===== src/rtl/card_dealer_pkg.sv =====
// ============================================================================
// Module : card_dealer_pkg
// Brief  : Shared constants, card codes and FSM state encoding for the dealer.
// Rev    : 1.0  initial release
// ============================================================================
`default_nettype none

package card_dealer_pkg;

    localparam int DECK_SIZE   = 52;
    localparam int ACE         = 1;
    localparam int JACK        = 11;
    localparam int KING        = 13;
    localparam int FACE_POINTS = 10;

    typedef enum logic [2:0] {
        IDLE    = 3'd0,
        SETADDR = 3'd1,
        READ    = 3'd2,
        CAPTURE = 3'd3,
        PRESENT = 3'd4
    } state_t;

endpackage

`default_nettype wire


===== src/rtl/card_dealer_if.sv =====
// ============================================================================
// Module : card_dealer_if
// Brief  : Dealer-side bus: deck memory port, request handshake, card result.
// Rev    : 1.0  initial release
// ============================================================================
`default_nettype none

interface card_dealer_if #(
    parameter int CARD_W = 4,
    parameter int ADDR_W = 6
);
    logic              i_Shuffled;
    logic              i_ReqCard;
    logic [CARD_W-1:0] i_MemData;
    logic [ADDR_W-1:0] o_Address;
    logic              o_MemClk;
    logic              o_Write;
    logic              o_BusEn;
    logic [CARD_W-1:0] o_Card;
    logic [3:0]        o_Points;
    logic              o_CardValid;
    logic              o_BadCard;
    logic              o_Busy;
    logic              o_DeckEmpty;
    logic [ADDR_W-1:0] o_CardsLeft;

    modport master (
        input  i_Shuffled, i_ReqCard, i_MemData,
        output o_Address, o_MemClk, o_Write, o_BusEn, o_Card, o_Points,
               o_CardValid, o_BadCard, o_Busy, o_DeckEmpty, o_CardsLeft
    );

    modport slave (
        output i_Shuffled, i_ReqCard, i_MemData,
        input  o_Address, o_MemClk, o_Write, o_BusEn, o_Card, o_Points,
               o_CardValid, o_BadCard, o_Busy, o_DeckEmpty, o_CardsLeft
    );
endinterface

`default_nettype wire


===== src/rtl/card_dealer_points.sv =====
// ============================================================================
// Module : card_points
// Brief  : Combinational blackjack value of a card code; flags illegal codes.
// Rev    : 1.0  initial release
// ============================================================================
`default_nettype none

module card_points
    import card_dealer_pkg::*;
#(
    parameter int CARD_W = 4
) (
    input  logic [CARD_W-1:0] i_code,
    output logic [3:0]        o_points,
    output logic              o_bad
);

    logic [31:0] w_code;

    assign w_code = 32'(i_code);

    // Ace reports 1; promotion to 11 belongs to the game logic.
    always_comb begin
        o_points = 4'd0;
        o_bad    = 1'b0;
        if (w_code == 32'(ACE)) begin
            o_points = 4'd1;
        end else if (w_code > 32'(ACE) && w_code < 32'(JACK)) begin
            o_points = 4'(w_code);
        end else if (w_code >= 32'(JACK) && w_code <= 32'(KING)) begin
            o_points = 4'(FACE_POINTS);
        end else begin
            o_bad = 1'b1;
        end
    end

endmodule

`default_nettype wire


===== src/rtl/card_dealer.sv =====
// ============================================================================
// Module : card_dealer
// Brief  : Deals one card per request from a shuffled deck memory.
// Rev    : 1.0  initial release
// ============================================================================
`default_nettype none

module card_dealer #(
    parameter int DECK_SIZE = card_dealer_pkg::DECK_SIZE,
    parameter int CARD_W    = 4,
    parameter int ADDR_W    = 6
) (
    input  logic          clk,
    input  logic          i_Rst,
    card_dealer_if.master bus
);
    import card_dealer_pkg::*;

    localparam logic [ADDR_W-1:0] C_DECK_END = ADDR_W'(DECK_SIZE);

    state_t            r_state;
    logic [ADDR_W-1:0] r_ptr;
    logic [CARD_W-1:0] r_card;
    logic              r_valid;
    logic              r_memclk;

    logic              w_deck_empty;
    logic [3:0]        w_points;
    logic              w_bad;

    assign w_deck_empty = (r_ptr == C_DECK_END);

    always_ff @(posedge clk or posedge i_Rst) begin
        if (i_Rst) begin
            r_state  <= IDLE;
            r_ptr    <= '0;
            r_card   <= '0;
            r_valid  <= 1'b0;
            r_memclk <= 1'b0;
        end else if (!bus.i_Shuffled) begin
            // Losing the deck abandons any read and rewinds to the top card.
            r_state  <= IDLE;
            r_ptr    <= '0;
            r_valid  <= 1'b0;
            r_memclk <= 1'b0;
        end else begin
            r_valid  <= 1'b0;
            r_memclk <= 1'b0;
            case (r_state)
                IDLE: begin
                    if (bus.i_ReqCard && !w_deck_empty) begin
                        r_state <= SETADDR;
                    end
                end
                SETADDR: begin
                    r_memclk <= 1'b1;
                    r_state  <= READ;
                end
                READ: begin
                    r_state <= CAPTURE;
                end
                CAPTURE: begin
                    r_card  <= bus.i_MemData;
                    r_valid <= 1'b1;
                    r_state <= PRESENT;
                end
                PRESENT: begin
                    if (!w_deck_empty) begin
                        r_ptr <= r_ptr + 1'b1;
                    end
                    r_state <= IDLE;
                end
                default: begin
                    r_state <= IDLE;
                end
            endcase
        end
    end

    card_points #(
        .CARD_W (CARD_W)
    ) u_points (
        .i_code   (r_card),
        .o_points (w_points),
        .o_bad    (w_bad)
    );

    assign bus.o_Address   = r_ptr;
    assign bus.o_MemClk    = r_memclk & bus.i_Shuffled;
    assign bus.o_Write     = 1'b0;
    assign bus.o_BusEn     = bus.i_Shuffled;
    assign bus.o_Card      = r_card;
    assign bus.o_Points    = w_points;
    assign bus.o_CardValid = r_valid;
    assign bus.o_BadCard   = r_valid & w_bad;
    assign bus.o_Busy      = (r_state != IDLE);
    assign bus.o_DeckEmpty = w_deck_empty;
    assign bus.o_CardsLeft = C_DECK_END - r_ptr;

endmodule

`default_nettype wire

===== src/flat_wrapper.sv =====
// flat-port wrapper written by rule: the top's interface ports become plain ports
module card_dealer_flat import card_dealer_pkg::*;
#(
    parameter int DECK_SIZE = card_dealer_pkg::DECK_SIZE,
    parameter int CARD_W    = 4,
    parameter int ADDR_W    = 6
)
  (clk, i_Rst, bus_i_Shuffled, bus_i_ReqCard, bus_i_MemData, bus_o_Address, bus_o_MemClk, bus_o_Write, bus_o_BusEn, bus_o_Card, bus_o_Points, bus_o_CardValid, bus_o_BadCard, bus_o_Busy, bus_o_DeckEmpty, bus_o_CardsLeft);
  card_dealer_if #(.CARD_W(CARD_W), .ADDR_W(ADDR_W)) bus_i ();
  input  logic clk;
  input  logic i_Rst;
  input wire logic [$bits(bus_i.i_Shuffled)-1:0] bus_i_Shuffled;
  input wire logic [$bits(bus_i.i_ReqCard)-1:0] bus_i_ReqCard;
  input wire logic [$bits(bus_i.i_MemData)-1:0] bus_i_MemData;
  output wire logic [$bits(bus_i.o_Address)-1:0] bus_o_Address;
  output wire logic [$bits(bus_i.o_MemClk)-1:0] bus_o_MemClk;
  output wire logic [$bits(bus_i.o_Write)-1:0] bus_o_Write;
  output wire logic [$bits(bus_i.o_BusEn)-1:0] bus_o_BusEn;
  output wire logic [$bits(bus_i.o_Card)-1:0] bus_o_Card;
  output wire logic [$bits(bus_i.o_Points)-1:0] bus_o_Points;
  output wire logic [$bits(bus_i.o_CardValid)-1:0] bus_o_CardValid;
  output wire logic [$bits(bus_i.o_BadCard)-1:0] bus_o_BadCard;
  output wire logic [$bits(bus_i.o_Busy)-1:0] bus_o_Busy;
  output wire logic [$bits(bus_i.o_DeckEmpty)-1:0] bus_o_DeckEmpty;
  output wire logic [$bits(bus_i.o_CardsLeft)-1:0] bus_o_CardsLeft;
  assign bus_i.i_Shuffled = bus_i_Shuffled;
  assign bus_i.i_ReqCard = bus_i_ReqCard;
  assign bus_i.i_MemData = bus_i_MemData;
  assign bus_o_Address = bus_i.o_Address;
  assign bus_o_MemClk = bus_i.o_MemClk;
  assign bus_o_Write = bus_i.o_Write;
  assign bus_o_BusEn = bus_i.o_BusEn;
  assign bus_o_Card = bus_i.o_Card;
  assign bus_o_Points = bus_i.o_Points;
  assign bus_o_CardValid = bus_i.o_CardValid;
  assign bus_o_BadCard = bus_i.o_BadCard;
  assign bus_o_Busy = bus_i.o_Busy;
  assign bus_o_DeckEmpty = bus_i.o_DeckEmpty;
  assign bus_o_CardsLeft = bus_i.o_CardsLeft;
  card_dealer #(.DECK_SIZE(DECK_SIZE), .CARD_W(CARD_W), .ADDR_W(ADDR_W)) u_core (.clk(clk), .i_Rst(i_Rst), .bus(bus_i));
endmodule

===== config.mk =====
export PLATFORM = sky130hd
export DESIGN_NAME = card_dealer_flat
export DESIGN_NICKNAME = d
export VERILOG_FILES = /design/src/rtl/card_dealer_pkg.sv /design/src/rtl/card_dealer_if.sv /design/src/rtl/card_dealer_points.sv /design/src/rtl/card_dealer.sv /design/src/flat_wrapper.sv
export SDC_FILE = /design/constraint.sdc
export NUM_CORES = 1
export LEC_CHECK = 0
export ABC_AREA = 1
export CAP_MARGIN = 20
export CORE_ASPECT_RATIO = 0.7
export CORE_MARGIN = 2
export CORE_UTILIZATION = 43
export CTS_CLUSTER_SIZE = 10
export DETAILED_ROUTE_END_ITERATION = 6
export PLACE_DENSITY = 0.85
export SLEW_MARGIN = 20
export SYNTH_ARGS = -nofsm -noshare
export SYNTH_HDL_FRONTEND = slang
export SYNTH_SLANG_ARGS = --single-unit

===== constraint.sdc =====
create_clock -name clk -period 1.7 [get_ports clk]
set_clock_uncertainty 0.1 [all_clocks]
set_input_delay 0.51 -clock clk [delete_from_list [all_inputs] [get_ports clk]]
set_output_delay 0.51 -clock clk [all_outputs]
set_load 0.1 [all_outputs]

==> results.json, run 1 <==
{
  "status": "stopped before the end",
  "haltStage": "clock tree synthesis (4_1_cts)",
  "error_message": "[ERROR DPL-0033] detailed placement checks failed during check placement.",
  "synth_edf_count": 0,
  "cts_resized": 32,
  "cts_setup_buffers": 8,
  "ys_seq_elements": 15,
  "synthArstFlopShare_pct": 100,
  "avgSynthCellArea_um2": 7.92,
  "initial_core_util_pct": 44.5,
  "cts_buffers": 3,
  "dieHeight_um": 43.0,
  "synthTopCellsByCount": "28 x nand2_1, 16 x inv_1, 15 x dfrtp_1",
  "io_buffer_count": 33,
  "synthTopCellsByArea": "dfrtp_1 40%, nand2_1 11%, inv_1 6.4%, xor2_1 5.6%, o21ai_0 5.4%",
  "cts.sinks": 15,
  "gp_congestion": 0.830,
  "htreeDepth": 1,
  "hpwlAfterDp_um": 2660,
  "syn_inst": 118,
  "syn_nets": 128,
  "synthMostInstantiatedCell": "nand2_1",
  "die_width_um": 59.7,
  "syn_area_um2": 935,
  "clock_path_buffers": 2,
  "clk_root_buffer_cell": "clkbuf_4",
  "yosys_warnings": 0,
  "rows": 14,
  "pre_cts_ws_ps": -357,
  "yosysSeqAreaShare_pct": 40.2,
  "hold_buffers": 0,
  "yosys.area.top_type": "dfrtp_1",
  "ys_types": 24,
  "design.portCount": 35,
  "synth_top_area_share_pct": 40.2,
  "synth_ff_type": "dfrtp_1"
}
per-stage QoR:
step / area, µm² / hold slack [ps] / instances
floorplan: 1170 / 312 / 118
global placement: 1910 / 385 / 192
detailed placement: 1910 / 410 / 192
kinds of logic after synthesis:
kind of cell | share of synthesized area (%)
AOI/OAI and AO/OA | 11.5
xor gates and xnor gates | 6.56
adders and majority gates | 2.68
buffers and inverters | 11.8
DFF | 40.2
other | 0.401
and+or+nand+nor | 26.9
==> run 2, diff against run 1 <==
--- a/config.mk
+++ b/config.mk
@@ -7,12 +7,10 @@
 export LEC_CHECK = 0
 export ABC_AREA = 1
 export CAP_MARGIN = 20
-export CORE_ASPECT_RATIO = 0.7
-export CORE_MARGIN = 2
-export CORE_UTILIZATION = 43
-export CTS_CLUSTER_SIZE = 10
+export CORE_AREA = 2 2 63 65
 export DETAILED_ROUTE_END_ITERATION = 6
-export PLACE_DENSITY = 0.85
+export DIE_AREA = 0 0 65 67
+export PLACE_DENSITY_LB_ADDON = 0.15
 export SLEW_MARGIN = 20
 export SYNTH_ARGS = -nofsm -noshare
 export SYNTH_HDL_FRONTEND = slang
==> run 2 against run 1 <==
The flow now finishes, with violations (setup timing). Synthesized cell count did not move. Synthesized area unchanged.
==> results.json, run 2 <==
{
  "status": "finished, violations left",
  "violations": "setup timing",
  "max_freq_mhz": 475,
  "hp-class": "in -> async",
  "rows": 22,
  "yosys_warnings": 0,
  "worstSetupStartpoint": "u_core.bus.o_Address[1]$_DFFE_PP0P_",
  "cp-end-kind": "output pin",
  "crit_type": "reg -> out",
  "hold_buffers": 0,
  "r2r_start": "u_core.bus.o_Address[1]$_DFFE_PP0P_",
  "finalCritPeriodShare_pct": 124,
  "yosys.area.top_type": "dfrtp_1",
  "syn_area_um2": 935,
  "cts_buffers": 3,
  "dp_cells": 216,
  "drt-initial-drc-count": 5,
  "grt_first_pass_wirelength_um": 4330,
  "layout.nets": 191,
  "design_area_um2": 2190,
  "clk_pin_slew_ps": 70,
  "synthXorXnorAreaFrac_pct": 6.56,
  "insertion_delay_ps": 250,
  "power.leakage_uw": 0.000936,
  "die_width_um": 65,
  "synthArstFlopShare_pct": 100,
  "largest_reg_flops": 6,
  "htreeDepth": 1,
  "crit_family": "flip-flops",
  "grt_max_degree": 16,
  "crit_fanout": 3,
  "fillCellCount": 303,
  "setup_slack_ps": -404,
  "synth_ff_type": "dfrtp_1",
  "design.portCount": 35,
  "synthTopCellsByArea": "dfrtp_1 40%, nand2_1 11%, inv_1 6.4%, xor2_1 5.6%, o21ai_0 5.4%",
  "synth_top_area_share_pct": 40.2,
  "die_area_um2": 4360,
  "drive_above_1_share_pct": 65.6,
  "cp.required_ps": 1090,
  "synthMostInstantiatedCell": "nand2_1",
  "grt_overflow_total": 0,
  "cp_common_cell": "buf_12",
  "rrSetupSlack_ps": -40,
  "coreArea_um2": 3610,
  "wl_um": 2650,
  "utilization_pct": 60.9,
  "synth-compound-area-share_pct": 11.5,
  "gp_congestion": 0.801,
  "ys_types": 24,
  "setup_viol": 21,
  "syn_nets": 128,
  "viasPerCell": 4.27,
  "slowest_delay_ps": 520,
  "antenna_found_initial": 0,
  "period_needed_ps": 2100,
  "cts.sinks": 15,
  "syn2layout_area_growth_pct": 135,
  "vdd_drop_max_v": 0.00114,
  "placed_area_um2": 1940,
  "synthTopCellsByCount": "28 x nand2_1, 16 x inv_1, 15 x dfrtp_1",
  "antenna_cells": 0,
  "max_cap_viol_count": 0,
  "wire_per_inst_um": 11.6,
  "synth_top_family_by_area": "simple AND/OR/NAND/NOR gates",
  "synth_simple_gate_area_share_pct": 26.9,
  "hpwlAfterDp_um": 2010,
  "mostFrequentLayoutCell": "buf_12",
  "drc": 0,
  "cp.arrival_ps": 1490,
  "cpMaxStageDelayCell": "dfrtp_4",
  "drv_slew": 0,
  "r2r.worst_path.cells": 10,
  "cts_tree": "yes",
  "drtPass1Iterations": 4,
  "power_density_nw_per_um2": 1760,
  "grt_pass1_vias": 968,
  "synth_mux_area_share_pct": 0,
  "vias": 973,
  "dieHeight_um": 67,
  "ys_seq_elements": 15,
  "syn_inst": 118,
  "layout_common_cells": "27 x buf_12, 18 x nand2_1, 18 x buf_4",
  "instances_no_fill": 228,
  "avgSynthCellArea_um2": 7.92,
  "antenna_left": 0,
  "io_buffer_count": 33,
  "initial_core_util_pct": 25.9,
  "crit_path_end": "bus_o_CardsLeft[2]",
  "clk_root_buffer_cell": "clkbuf_8",
  "track_usage_pct": 12.9,
  "worstPathCellList": "inv_4 -> ha_4 -> buf_12 -> xor2_4 -> buf_12",
  "rsz0062_at_grt": "true",
  "critical_path_buf_inv_count": 3,
  "yosysSeqAreaShare_pct": 40.2,
  "synth_edf_count": 0,
  "critPathLaunchType": "flip-flop",
  "hold_viol_final": 0,
  "critical_path_depth": 5,
  "synth_fa_ha_area_share_pct": 2.68,
  "final.setup.tns_ps": -3490,
  "clock_path_buffers": 2,
  "rr_endpoint": "u_core.bus.o_Address[1]$_DFFE_PP0P_"
}
-- run 2: cell counts after synthesis --
No cell type changed its count.
-- run 2: kinds of logic (layout without fill, tap and decap cells) --
kind of cell,count (synthesis),in the layout
compound gates,18,18
xor+xnor,7,7
fa+ha+maj,2,2
buf+inv,24,85
flops,15,15
other cells,1,1
simple gates,51,52
-- run 2: cell type report --
cell class / count / area, µm² / share of cell area [%]
inverter: 18 / 88.8 / 4.05
multi-input combinational: 80 / 717 / 32.7
clock inverter: 1 / 5.00 / 0.228
timing repair buffer: 63 / 871 / 39.7
sequential: 15 / 412 / 18.8
tap: 48 / 60.1 / 2.74
clock buffer: 3 / 41.3 / 1.88
-- run 2: routing by layer --
metal | part of all wire, % | global-route usage [%] | up-vias
met1 | 41 | 17.1 | 460
met2 | 55 | 20.7 | 19
met4 | 0.76 | 4.79 | 0
met3 | 3.4 | 2.36 | 2
li1 | - | - | 492
met5 | 0 | 0 | -
-- run 2: power by group --
part / switching, µW / leakage (µW) / internal (µW)
logic: 1810 / 0.000731 / 1160
clock network: 132 / 0.0000255 / 162
registers: 141 / 0.000179 / 463
-- run 2: worst reg2reg max path, delay by kind of cell (launching register included) --
family          cells  cell delay, ps
compound gates      1              50
fa+ha+maj           1             190
flops               1             520
buf+inv             3             320
simple gates        5             490
-- run 2: stage by stage --
stage / hold slack, ps / setup WS [ps] / power (µW)
2_1_floorplan: 312 / -769 / 2190
3_3_place_gp: 395 / -275 / 3180
3_5_place_dp: 391 / -286 / 3200
4_1_cts: 403 / -405 / 3730
5_1_grt: 502 / -447 / 4020
6_report: 459 / -404 / 3870
-- run 2: worst min path at each step --
stage / to / from / cells after the start
floorplan: u_core.r_memclk$_DFF_PP0_ / i_Rst / 1
global placement: u_core.r_memclk$_DFF_PP0_ / u_core.r_state[1]$_DFFE_PP0P_ / 1
detailed placement: u_core.r_memclk$_DFF_PP0_ / u_core.r_state[1]$_DFFE_PP0P_ / 1
CTS: u_core.r_memclk$_DFF_PP0_ / u_core.r_state[1]$_DFFE_PP0P_ / 1
global route: u_core.bus.o_Card[0]$_DFFE_PP0P_ / i_Rst / 3
finish: u_core.bus.o_CardValid$_DFF_PP0_ / i_Rst / 3
-- run 2: timing repair --
| item | 4_1_cts | 5_1_grt |
|---|---|---|
| buffers inserted | 7 | 3 |
| pin swaps | 12 | 9 |
| setup endpoints to repair | 19 | 23 |
| cloned | 0 | 1 |
| resized for setup | 23 | 15 |
(Power assumes the default switching activity.)
